File: src/rtl/control_sequencer_if.sv
// Bundle between the control sequencer and the datapath/memory it steers:
// instruction and flag inputs, memory handshake, and all strobes.
interface control_sequencer_if;
  logic [7:0] ir;
  logic [3:0] flags;
  logic       mem_rdy;
  logic       irq;
  logic       mem_oe;
  logic       mem_we;
  logic       addr_dp;
  logic       inc_ip;
  logic       p_selector;
  logic       we_ir;
  logic       d_to_di;
  logic       alu_oe;
  logic       flags_we;
  logic [3:0] reg_we;
  logic [3:0] reg_alu_oe;
  logic       a_to_d;
  logic       b_to_d;
  logic       irq_ack;
  logic       timeout_err;
  logic [2:0] state;

  modport master (
    input  ir, flags, mem_rdy, irq,
    output mem_oe, mem_we, addr_dp, inc_ip, p_selector,
    output we_ir, d_to_di, alu_oe, flags_we, reg_we, reg_alu_oe, a_to_d, b_to_d,
    output irq_ack, timeout_err, state
  );

  modport slave (
    output ir, flags, mem_rdy, irq,
    input  mem_oe, mem_we, addr_dp, inc_ip, p_selector,
    input  we_ir, d_to_di, alu_oe, flags_we, reg_we, reg_alu_oe, a_to_d, b_to_d,
    input  irq_ack, timeout_err, state
  );
endinterface

File: src/rtl/control_sequencer.sv
// Micro-sequencer for an 8-bit accumulator CPU: fetch/execute FSM with
// immediate loads, conditional IP/DP swap jumps, interrupt entry and a memory watchdog.
module control_sequencer #(
  parameter int TIMEOUT = 15,
  parameter int CNT_W   = 4,
  parameter int IRQ_EN  = 1
) (
  input  logic                clk,
  input  logic                rst,
  control_sequencer_if.master bus
);

  typedef enum logic [2:0] {
    FETCH = 3'd0,
    EXEC  = 3'd1,
    IMM   = 3'd2,
    IRQ   = 3'd3,
    HALT  = 3'd4
  } state_t;

  localparam int              TO_LAST_I = (TIMEOUT > 0) ? TIMEOUT - 1 : 0;
  localparam logic [CNT_W-1:0] TO_LAST  = CNT_W'(TO_LAST_I);

  state_t           state_q;
  state_t           state_nxt;
  logic [CNT_W-1:0] wait_cnt;
  logic             p_sel_q;
  logic             tmo_q;

  logic       is_alu, is_ld, is_st, is_ldi;
  logic [1:0] idx;
  logic       cond;
  logic       irq_take;

  logic       mem_access;
  logic       jump_tgl;
  logic       mem_oe_c, mem_we_c, addr_dp_c, inc_ip_c;
  logic       we_ir_c, d_to_di_c, alu_oe_c, flags_we_c;
  logic [3:0] reg_we_c, reg_alu_oe_c;
  logic       a_to_d_c, b_to_d_c, irq_ack_c;

  assign is_alu   = ~bus.ir[7];
  assign is_ld    = (bus.ir[7:5] == 3'b100);
  assign is_st    = (bus.ir[7:5] == 3'b101);
  assign is_ldi   = (bus.ir[7:5] == 3'b110);
  assign idx      = bus.ir[1:0];
  // JMP forces true via ir[3]; NOP sets ir[2] as well, which inverts it back to false.
  assign cond     = (bus.ir[3] ? 1'b1 : bus.flags[bus.ir[1:0]]) ^ bus.ir[2];
  assign irq_take = (IRQ_EN != 0) && bus.irq;

  always_comb begin
    state_nxt    = state_q;
    mem_access   = 1'b0;
    jump_tgl     = 1'b0;
    mem_oe_c     = 1'b0;
    mem_we_c     = 1'b0;
    addr_dp_c    = 1'b0;
    inc_ip_c     = 1'b0;
    we_ir_c      = 1'b0;
    d_to_di_c    = 1'b0;
    alu_oe_c     = 1'b0;
    flags_we_c   = 1'b0;
    reg_we_c     = 4'b0000;
    reg_alu_oe_c = 4'b0000;
    a_to_d_c     = 1'b0;
    b_to_d_c     = 1'b0;
    irq_ack_c    = 1'b0;

    case (state_q)
      FETCH: begin
        mem_oe_c   = 1'b1;
        mem_access = 1'b1;
        if (bus.mem_rdy) begin
          if (irq_take) begin
            state_nxt = IRQ;
          end else begin
            we_ir_c   = 1'b1;
            state_nxt = EXEC;
          end
        end
      end
      EXEC: begin
        if (is_alu) begin
          reg_alu_oe_c[idx]                 = 1'b1;
          alu_oe_c                          = 1'b1;
          reg_we_c[bus.ir[2] ? idx : 2'd0]  = 1'b1;
          flags_we_c                        = (bus.ir[6:3] != 4'b1000);
          inc_ip_c                          = 1'b1;
          state_nxt                         = FETCH;
        end else if (is_ld) begin
          addr_dp_c  = 1'b1;
          mem_oe_c   = 1'b1;
          mem_access = 1'b1;
          if (bus.mem_rdy) begin
            d_to_di_c     = 1'b1;
            reg_we_c[idx] = 1'b1;
            inc_ip_c      = 1'b1;
            state_nxt     = FETCH;
          end
        end else if (is_st) begin
          addr_dp_c  = 1'b1;
          mem_we_c   = 1'b1;
          a_to_d_c   = ~bus.ir[0];
          b_to_d_c   = bus.ir[0];
          mem_access = 1'b1;
          if (bus.mem_rdy) begin
            inc_ip_c  = 1'b1;
            state_nxt = FETCH;
          end
        end else if (is_ldi) begin
          inc_ip_c  = 1'b1;
          state_nxt = IMM;
        end else begin
          inc_ip_c  = 1'b1;
          jump_tgl  = cond;
          state_nxt = FETCH;
        end
      end
      IMM: begin
        mem_oe_c   = 1'b1;
        mem_access = 1'b1;
        if (bus.mem_rdy) begin
          d_to_di_c     = 1'b1;
          reg_we_c[idx] = 1'b1;
          inc_ip_c      = 1'b1;
          state_nxt     = FETCH;
        end
      end
      IRQ: begin
        irq_ack_c = (IRQ_EN != 0);
        state_nxt = FETCH;
      end
      HALT: state_nxt = HALT;
      default: state_nxt = FETCH;
    endcase

    // Watchdog: the access has already waited TIMEOUT-1 cycles and is still not ready.
    if ((TIMEOUT > 0) && mem_access && !bus.mem_rdy && (wait_cnt == TO_LAST))
      state_nxt = HALT;
  end

  always_ff @(posedge clk) begin
    if (rst) begin
      state_q  <= FETCH;
      p_sel_q  <= 1'b0;
      wait_cnt <= '0;
      tmo_q    <= 1'b0;
    end else begin
      state_q <= state_nxt;
      if (state_nxt == HALT)
        tmo_q <= 1'b1;
      if (jump_tgl || (state_q == IRQ))
        p_sel_q <= ~p_sel_q;
      if (mem_access && !bus.mem_rdy && (state_nxt == state_q))
        wait_cnt <= wait_cnt + 1'b1;
      else
        wait_cnt <= '0;
    end
  end

  // Write strobes, inc_ip and irq_ack are forced low while reset is held.
  assign bus.mem_oe      = mem_oe_c;
  assign bus.addr_dp     = addr_dp_c;
  assign bus.d_to_di     = d_to_di_c;
  assign bus.alu_oe      = alu_oe_c;
  assign bus.reg_alu_oe  = reg_alu_oe_c;
  assign bus.a_to_d      = a_to_d_c;
  assign bus.b_to_d      = b_to_d_c;
  assign bus.mem_we      = mem_we_c   & ~rst;
  assign bus.inc_ip      = inc_ip_c   & ~rst;
  assign bus.we_ir       = we_ir_c    & ~rst;
  assign bus.flags_we    = flags_we_c & ~rst;
  assign bus.irq_ack     = irq_ack_c  & ~rst;
  assign bus.reg_we      = rst ? 4'b0000 : reg_we_c;
  assign bus.p_selector  = p_sel_q;
  assign bus.timeout_err = tmo_q;
  assign bus.state       = state_q;

endmodule

File: src/flat_wrapper.sv
// flat-port wrapper written by rule: the top's interface ports become plain ports
module control_sequencer_flat 
#(
  parameter int TIMEOUT = 15,
  parameter int CNT_W   = 4,
  parameter int IRQ_EN  = 1
)
  (clk, rst, bus_ir, bus_flags, bus_mem_rdy, bus_irq, bus_mem_oe, bus_mem_we, bus_addr_dp, bus_inc_ip, bus_p_selector, bus_we_ir, bus_d_to_di, bus_alu_oe, bus_flags_we, bus_reg_we, bus_reg_alu_oe, bus_a_to_d, bus_b_to_d, bus_irq_ack, bus_timeout_err, bus_state);
  control_sequencer_if bus_i ();
  input  logic clk;
  input  logic rst;
  input wire logic [$bits(bus_i.ir)-1:0] bus_ir;
  input wire logic [$bits(bus_i.flags)-1:0] bus_flags;
  input wire logic [$bits(bus_i.mem_rdy)-1:0] bus_mem_rdy;
  input wire logic [$bits(bus_i.irq)-1:0] bus_irq;
  output wire logic [$bits(bus_i.mem_oe)-1:0] bus_mem_oe;
  output wire logic [$bits(bus_i.mem_we)-1:0] bus_mem_we;
  output wire logic [$bits(bus_i.addr_dp)-1:0] bus_addr_dp;
  output wire logic [$bits(bus_i.inc_ip)-1:0] bus_inc_ip;
  output wire logic [$bits(bus_i.p_selector)-1:0] bus_p_selector;
  output wire logic [$bits(bus_i.we_ir)-1:0] bus_we_ir;
  output wire logic [$bits(bus_i.d_to_di)-1:0] bus_d_to_di;
  output wire logic [$bits(bus_i.alu_oe)-1:0] bus_alu_oe;
  output wire logic [$bits(bus_i.flags_we)-1:0] bus_flags_we;
  output wire logic [$bits(bus_i.reg_we)-1:0] bus_reg_we;
  output wire logic [$bits(bus_i.reg_alu_oe)-1:0] bus_reg_alu_oe;
  output wire logic [$bits(bus_i.a_to_d)-1:0] bus_a_to_d;
  output wire logic [$bits(bus_i.b_to_d)-1:0] bus_b_to_d;
  output wire logic [$bits(bus_i.irq_ack)-1:0] bus_irq_ack;
  output wire logic [$bits(bus_i.timeout_err)-1:0] bus_timeout_err;
  output wire logic [$bits(bus_i.state)-1:0] bus_state;
  assign bus_i.ir = bus_ir;
  assign bus_i.flags = bus_flags;
  assign bus_i.mem_rdy = bus_mem_rdy;
  assign bus_i.irq = bus_irq;
  assign bus_mem_oe = bus_i.mem_oe;
  assign bus_mem_we = bus_i.mem_we;
  assign bus_addr_dp = bus_i.addr_dp;
  assign bus_inc_ip = bus_i.inc_ip;
  assign bus_p_selector = bus_i.p_selector;
  assign bus_we_ir = bus_i.we_ir;
  assign bus_d_to_di = bus_i.d_to_di;
  assign bus_alu_oe = bus_i.alu_oe;
  assign bus_flags_we = bus_i.flags_we;
  assign bus_reg_we = bus_i.reg_we;
  assign bus_reg_alu_oe = bus_i.reg_alu_oe;
  assign bus_a_to_d = bus_i.a_to_d;
  assign bus_b_to_d = bus_i.b_to_d;
  assign bus_irq_ack = bus_i.irq_ack;
  assign bus_timeout_err = bus_i.timeout_err;
  assign bus_state = bus_i.state;
  control_sequencer #(.TIMEOUT(TIMEOUT), .CNT_W(CNT_W), .IRQ_EN(IRQ_EN)) u_core (.clk(clk), .rst(rst), .bus(bus_i));
endmodule
File: config.mk
export PLATFORM = sky130hd
export DESIGN_NAME = control_sequencer_flat
export DESIGN_NICKNAME = d
export VERILOG_FILES = /design/src/rtl/control_sequencer_if.sv /design/src/rtl/control_sequencer.sv /design/src/flat_wrapper.sv
export SDC_FILE = /design/constraint.sdc
export NUM_CORES = 1
export LEC_CHECK = 0
export CORE_UTILIZATION = 44
export CTS_CLUSTER_DIAMETER = 80
export DETAILED_ROUTE_END_ITERATION = 10
export DONT_BUFFER_PORTS = 1
export PLACE_DENSITY_LB_ADDON = 0.3
export SLEW_MARGIN = 40
export SYNTH_ARGS = -nofsm -noshare
export SYNTH_HDL_FRONTEND = slang
export SYNTH_SLANG_ARGS = --single-unit
File: constraint.sdc
create_clock -name clk -period 1.8 [get_ports clk]
set_input_delay 0 -clock clk [delete_from_list [all_inputs] [get_ports clk]]
set_output_delay 0 -clock clk [all_outputs]
set_load 0.1 [all_outputs]
# After elaboration in Yosys (flattened, before gate mapping)
# Index checks and enable logic that the tools add are counted.
# word_totals
regBits	9
latch_bits	0
mem_bits_rw	0
romBits	0
inputBits	16
out_inout_bits	24
word_cells	104
n_memories	0
# classes
n_addsub	1
n_mul	0
div_mod_pow	0
order_cmp	4
eq_ne	11
shifts	0
muxes	64
bitwise	10
reduce_logical	10
# op_table
operator	count
1-bit 2-to-1 mux	40
4-bit 2-to-1 mux	6
3-bit 2-to-1 mux	6
3-bit == test, second input constant	5
3-bit case mux with 4 select lines	1
1-bit case mux with 2 select lines	4
4-bit case mux with 2 select lines	1
3-bit by 2-bit == test with 1-bit output, second input constant	2
2-bit by 3-bit less-than comparator with 1-bit output, second input constant	2
2-bit 2-to-1 mux	3
1-bit bitwise AND	5
1-bit logical AND	5
4-bit by 1-bit adder with 4-bit output, second input constant	1
1-bit demux with 2-bit select	2
4-bit == test, second input constant	1
2-bit by 1-bit greater-or-equal comparator with 1-bit output, second input constant	2
4-bit inequality test, second input constant	1
1-bit inverter	4
2-bit OR reduction	2
3-bit by 1-bit == test with 1-bit output, second input constant	1
3-bit == test	1
3-bit logical NOT	1
1-bit binary-select mux with 2-bit select	1
1-bit logical NOT	1
2 further kinds	2

# Depth between registers and ports, before layout
# Gate-level depths: netlist (run 1).
# depth
depth_word	12
ltp_mapped	7
depth_no_buf	6

# Least setup slack after synthesis (run 1)
# OpenSTA, ideal clock, no wires.
# synth_timing
path_kind	register -> output
from	register u_core.state_q[0], in the netlist u_core.bus.state[0]
to	output port bus_mem_oe
t_arrival_ns	5.316
required_time_ns	1.800
path_slack_ns	-3.516
stages_incl_launch_ff	6
cell_sequence	dfxtp_1 clkbuf_1 nand3b_1 nor3_1 inv_1 o22ai_1
# synth_between
elab_chain_cells	3
elab_cells_between_ends	5
cone_classes	2 x eq/ne; 1 x mux; 2 x reduce/logical
# synth_rtl
item	line	source
start: declaration	control_sequencer.sv:24	state_t state_q;
start signal: assignment	control_sequencer.sv:149	state_q <= state_nxt;
3-bit by 2-bit == test with 1-bit output or 3-bit logical NOT (tied branches)	control_sequencer.sv:69	case (state_q)
2-bit OR reduction (no source line)	n/a	
1-bit case mux with 2 select lines (*)	control_sequencer.sv:69	
end: declaration	flat_wrapper.sv:16	output wire logic [$bits(bus_i.mem_oe)-1:0] bus_mem_oe;
# Mark *: on every way between the ends. The rest lies on a longest branch, timed or not.

# Worst setup path after layout (run 1)
# layout_timing
from	register u_core.state_q[1], in the netlist u_core.bus.state[1]
to	output port bus_reg_we[1]
# layout_between
elab_chain_cells	3
elab_cells_between_ends	4
cone_classes	2 x eq/ne; 2 x mux
# layout_rtl
item	line	source
3-bit by 2-bit == test with 1-bit output or 3-bit by 1-bit == test with 1-bit output (tied branches)	control_sequencer.sv:69	
4-bit case mux with 2 select lines (*)	control_sequencer.sv:69	
4-bit 2-to-1 mux (*)	control_sequencer.sv:174	assign bus.reg_we = rst ? 4'b0000 : reg_we_c;
end: declaration	flat_wrapper.sv:25	output wire logic [$bits(bus_i.reg_we)-1:0] bus_reg_we;
# Marks and branches as above.

==> flow_summary_export.csv, run 1 <==
group,metric,value,unit
grt,grt_pass1_vias,934,
clock_network,clk_latency,0.27,ns
power,peakVddDrop,685,uV
critical_path,end_kind,"output port",
floorplanning,dieHeight,43.8,um
critical_path,r2r_slack,0.06,ns
floorplanning,core,1580,um2
power,p_leak,0.534,nW
cells_and_area,syn_to_final_growth,79.8,%
critical_path,worst-r2r-cell-count,4,
sta,fmax,569,MHz
run_status,outcome,"finished with violations",
critical_path,worstSetupPathType,"reg2out",
yosys,yosys_warnings,0,
grt,grt_max_degree,14,
floorplanning,initial_core_util,0.487,
yosys,netlist_area,768,um2
cells_and_area,nFillCells,75,
yosys,syn_area_per_cell,7.68,um2
placed_design,gp_congestion,0.780,
drt,routed_wl,2960,um
drt,dr.pass1.iters,7,
run_status,violations,"DRC",
sta,max_slew_margin,0.682,
worst_hold_path,hp-start,"bus_ir[3]",
sta,timing.final.max_slew_violations,0,
worst_hold_path,min_to,"u_core.bus.p_selector",
cells_and_area,regArea,193,um2
yosys,synth-edff-count,0,
grt,antenna_found_initial,0,
clock_network,cts_tree,"done",
critical_path,required,1.80,ns
grt,grt_pass1_wl,4570,um
yosys,synth_cell_types,44,
worst_hold_path,hp-class,"in2reg",
yosys,synth-seq-cells,9,
floorplanning,dieArea,1920,um2
critical_path,r2r-end,"u_core.bus.state[1]",
yosys,syn_inst,100,
sta,fin_crit,1.76,ns
drt,drtAntennaViolNets,0,
cells_and_area,antenna_cells,0,
drt,vias,963,
run,drv_cap,0,
cells_and_area,stdcell_count,145,
clock_network,cts_buffers,3,
clock_network,clk_pin_slew_worst_paths,0.07,ns
yosys,syn_nets,118,
sta,worst_pin_slew,0.473,ns
placed_design,hpwl,1860,um
sta,setup_viol,0,
yosys,yosysTopAreaCell,"dfxtp_1",
sta,timing.hold.ws,0.0253,ns
worst_hold_path,hold_depth,3,
placed_design,dp.cells,135,
critical_path,critPathMaxFanout,4,
sta,finalClockSkew,0.00142,ns
yosys,ys.flop_type,"dfxtp_1",
power,power.density,496,nW/um2
cells_and_area,multi_input_area,706,um2
floorplanning,fp.dieW,43.8,um
yosys,synthArstFlopShare,0,
sta,period_share,0.977,
yosys,ys_top_cells_by_area,"dfxtp_1, nor2_1, nor3_1",
yosys,yosysSeqAreaShare,0.235,
floorplanning,placementRows,14,
clock_network,clock_path_buffers,2,
floorplanning,ios,40,
sta,finalHoldViolations,0,
clock_network,numClockSinks,9,
drt,wl_per_cell,20.4,um
clock_network,cts-root-buf,"clkbuf_4",
grt,track_usage,0.340,
yosys,yosysTopAreaCellShare,0.235,
clock_network,htree_num_levels,1,
cells_and_area,fin_nets,148,
drt,route.detailed.drc,1,
sta,rsz0062_at_grt,"true",
cells_and_area,drive_gt1_frac,0.512,
drt,via_per_inst,6.64,
placed_design,io_buffers,0,
critical_path,r2r_start,"u_core.bus.state[1]",
critical_path,cp.arrival,1.76,ns
drt,drtIter0Drc,54,
critical_path,startpoint_type,"flop",
grt,gr-total-overflow,0,
==> kinds of logic after synthesis <==
family | Yosys count | share of synthesized area
muxes | 4 | 0.0717
DFF | 9 | 0.235
and+or+nand+nor | 57 | 0.415
adders and majority gates | 2 | 0.0326
xor gates and xnor gates | 2 | 0.0228
buffers and inverters | 11 | 0.0668
AOI/OAI and AO/OA | 15 | 0.156
==> synthesized netlist by cell type, types with 2 or more instances <==
library cell and number:
nand3b_1 3, clkbuf_1 3, or3_1 3, nor2b_1 2
nand2_1 5, o22ai_1 2, nor2_1 16, nand3_1 4
dfxtp_1 9, nor3_1 9, a21oi_1 4, nand2b_1 3
inv_1 5, ha_1 2
==> timing repair <==
action / 4_1_cts / 5_1_grt
hold buffers: 2 / 0
buffers inserted: 4 / 1
pin swaps: 2 / 6
resized for setup: 2 / 2
setup endpoints to repair: 4 / 6
hold endpoints to repair: 5 / 0
==> power breakdown <==
| part | switching (W) | internal [W] | total (W) |
|---|---|---|---|
| sequential | 0.0000100 | 0.000205 | 0.000215 |
| combinational | 0.000206 | 0.0000993 | 0.000306 |
| clock | 0.0000816 | 0.0000824 | 0.000164 |
| total | 0.000298 | 0.000387 | 0.000685 |
==> final cells by class <==
type / instances / share of cell area
inverter: 5 / 0.0163
clock buffer: 3 / 0.0163
clock inverter: 1 / 0.00362
tap: 16 / 0.0145
multi-input combinational: 80 / 0.511
timing repair buffer: 31 / 0.299
sequential: 9 / 0.139
==> sequential cells by signal, indices dropped and copies added (netlist names) <==
name and count:
u_core.bus.p_selector 1, u_core.bus.state 3, u_core.bus.timeout_err 1, u_core.wait_cnt 4
==> layer usage <==
metal / share of wire / up-vias / global-route usage
met3: 0.076 / 14 / 0.117
met4: 0.036 / 0 / 0.163
met1: 0.35 / 462 / 0.373
met5: 0 / - / 0
li1: - / 425 / -
met2: 0.53 / 62 / 0.582
==> worst max path at each step <==
stage	start	end	slack, ns	cells past startpoint
2_1_floorplan	u_core.bus.state[1]	bus_reg_we[1]	-0.75	7
3_3_place_gp	u_core.bus.state[1]	bus_reg_we[1]	0.20	5
3_5_place_dp	u_core.bus.state[1]	bus_reg_we[1]	0.11	5
4_1_cts	u_core.bus.state[1]	bus_reg_we[1]	-0.008	5
5_1_grt	u_core.bus.state[0]	bus_mem_oe	-0.02	6
6_report	u_core.bus.state[1]	bus_reg_we[1]	0.04	6
==> metrics by stage <==
step	instance area [um2]	worst slack, ns	util	power [W]	TNS (ns)
floorplan	936	-0.751	-	0.000450	-8.86
global placement	1280	0.196	0.810	0.000491	0
detailed placement	1280	0.109	0.810	0.000496	0
CTS	1370	-0.00798	0.867	0.000675	-0.00798
global route	1380	-0.0239	0.876	0.000712	-0.0531
finish	1380	0.0419	0.876	0.000685	0
==> layout by cell type, fill, tap and decap left out, types with 4 or more instances in the layout <==
cell type / n
nor2_2: 4
nor3_4: 7
dfxtp_1: 5
buf_4: 15
nand3_1: 4
inv_1: 4
buf_12: 14
nor2_4: 4
a21oi_1: 4
nor2_1: 9
nand2_1: 4
==> worst max-delay path, stage by stage (launching register included) <==
cell	delay, ns
dfxtp_4	0.35
nand2b_4	0.15
or3_4	0.35
clkinvlp_4	0.09
a22oi_2	0.12
nor3_4	0.22
buf_12	0.20
Note: power is estimated with default switching activity, not from simulation.
==> run 2: changes to the inputs <==
--- a/config.mk
+++ b/config.mk
@@ -9,7 +9,6 @@
 export CTS_CLUSTER_DIAMETER = 80
 export DETAILED_ROUTE_END_ITERATION = 10
 export DONT_BUFFER_PORTS = 1
-export PLACE_DENSITY_LB_ADDON = 0.3
 export SLEW_MARGIN = 40
 export SYNTH_ARGS = -nofsm -noshare
 export SYNTH_HDL_FRONTEND = slang
==> run 2 against run 1 <==
Against the previous run:
- the run still ends with DRC left
- non-clock buffer count stayed put
- flip-flop and latch count unchanged
- combinational power shrank 4%
- first-iteration DRC count shrank 28%
- sequential share of layout area up 0.13 points
- total power fell by 1.7%
- hold slack improved by 0.015 ns
- clock skew rose by 0.0057 ns
- largest cell class unchanged
==> flow_summary_export.csv, run 2 (synthesized netlist as in run 1, its figures left out) <==
group,metric,value,unit
placed_design,hpwl,1690,um
critical_path,slowest_delay,0.37,ns
cells_and_area,largest_reg_flops,4,
power,peakVddDrop,557,uV
cells_and_area,drive_gt1_frac,0.488,
floorplanning,placementRows,14,
placed_design,dp_slack,0.180,ns
cells_and_area,antenna_cells,0,
power,power.density,492,nW/um2
drt,dr.pass1.iters,7,
grt,gr-total-overflow,0,
placed_design,io_buffers,0,
drt,drtAntennaViolNets,0,
critical_path,required,1.80,ns
critical_path,worst-r2r-cell-count,3,
clock_network,clk_latency,0.27,ns
critical_path,worst-path-buf-inv,2,
critical_path,r2r-end,"u_core.bus.state[1]",
sta,worst_pin_slew,0.462,ns
power,p_leak,0.519,nW
worst_hold_path,min_to,"u_core.bus.p_selector",
grt,track_usage,0.256,
cells_and_area,top_register,"u_core.wait_cnt",
drt,route.detailed.drc,4,
cells_and_area,syn_to_final_growth,78.2,%
sta,fmax,563,MHz
clock_network,clk_pin_slew_worst_paths,0.07,ns
critical_path,cp.arrival,1.78,ns
run_status,violations,"DRC",
sta,period_share,0.988,
worst_hold_path,hp-class,"in2reg",
clock_network,htree_num_levels,1,
clock_network,cts-root-buf,"clkbuf_4",
critical_path,critical-path-top-delay-family,"simple AND/OR/NAND/NOR gates",
drt,wl_per_cell,16.2,um
sta,setup_ws,0.0222,ns
critical_path,end_kind,"output port",
worst_hold_path,hp-start,"rst",
floorplanning,initial_core_util,0.487,
grt,antenna_found_initial,0,
sta,finalHoldViolations,0,
drt,routed_wl,2350,um
sta,rsz0062_at_grt,"true",
floorplanning,ios,40,
sta,max_slew_margin,0.689,
drt,via_per_inst,6.02,
cells_and_area,final_cell_mix,"buf_12, buf_4, nor2_1",
drt,vias,873,
clock_network,cts_buffers,3,
grt,grt_max_degree,14,
worst_hold_path,hold_depth,2,
cells_and_area,nFillCells,92,
sta,timing.hold.ws,0.0399,ns
cells_and_area,fin_nets,148,
clock_network,cts_tree,"done",
sta,setup_viol,0,
sta,fin_crit,1.78,ns
critical_path,r2r_start,"u_core.bus.state[1]",
grt,grt_pass1_wl,3590,um
run_status,outcome,"finished with violations",
run,drv_cap,0,
critical_path,crit_slowest_cell,"dfxtp_4",
placed_design,gp_congestion,0.821,
critical_path,critPathMaxFanout,7,
floorplanning,dieArea,1920,um2
sta,finalClockSkew,0.00715,ns
clock_network,numClockSinks,9,
critical_path,cp_cell_sequence,"nand2b_4 > or3_4 > clkinvlp_4 > a22oi_2 > nor3_4 > buf_12",
drt,drtIter0Drc,39,
sta,timing.final.max_slew_violations,0,
grt,grt_pass1_vias,803,
critical_path,r2r_slack,0.24,ns
power,total_power,0.000673,W
clock_network,clock_path_buffers,2,
floorplanning,fp.dieW,43.8,um
floorplanning,core,1580,um2
floorplanning,dieHeight,43.8,um
critical_path,worstSetupPathType,"reg2out",
critical_path,startpoint_type,"flop",
==> run 2: changes by cell type in the layout (fill, tap and decap cells not counted), sizes merged <==
cell         before  now
buf              29   28
clkbuf            3    4
dlygate4sd3       2    3
clkinv            1    0
==> run 2: how the worst max path moves through the flow <==
stage                     cells after the start             to                 from  slack [ns]
after detailed placement                      5  bus_reg_we[3]  u_core.bus.state[0]        0.18
final                                         6  bus_reg_we[1]  u_core.bus.state[1]        0.02
after floorplan                               7  bus_reg_we[1]  u_core.bus.state[1]       -0.75
after CTS                                     6  bus_reg_we[3]  u_core.bus.state[0]        0.01
after global routing                          6  bus_reg_we[2]  u_core.bus.state[1]       -0.04
after global placement                        5  bus_reg_we[2]  u_core.bus.state[0]        0.22
==> run 2: per-stage QoR <==
step	instance area (um2)	cells	setup TNS, ns	utilization
2_1_floorplan	936	100	-8.86	-
3_3_place_gp	1280	135	0	0.810
3_5_place_dp	1280	135	0	0.810
4_1_cts	1350	142	0	0.854
5_1_grt	1370	145	-0.110	0.868
6_report	1370	145	0	0.868
==> run 2: repair_timing <==
action / CTS / global route
setup endpoints to repair: 4 / 3
hold buffers: 3 / 0
resized for setup: 2 / 0
hold endpoints to repair: 4 / 0
pin swaps: 0 / 0
buffers inserted: 0 / 3
==> run 2: report_power, final <==
part | total, W | switching, W | internal (W)
combinational | 0.000295 | 0.000197 | 0.0000980
clock | 0.000162 | 0.0000765 | 0.0000857
sequential | 0.000215 | 0.0000102 | 0.000205
total | 0.000673 | 0.000284 | 0.000389
==> run 2: routing by layer <==
layer / up-vias / track usage / share of wire
li1: 422 / - / -
met1: 410 / 0.326 / 0.39
met2: 39 / 0.415 / 0.50
met3: 2 / 0.0917 / 0.098
met4: 0 / 0.0563 / 0.0051
met5: - / 0 / 0
==> run 2: cell type report <==
cell class | count | area [um2] | area share
inverters | 5 | 22.5 | 0.0165
flip-flops and latches | 9 | 193 | 0.141
repair buffers | 31 | 415 | 0.303
clock buffers | 4 | 26.3 | 0.0192
well taps | 16 | 20.0 | 0.0146
multi-input cells | 80 | 692 | 0.505
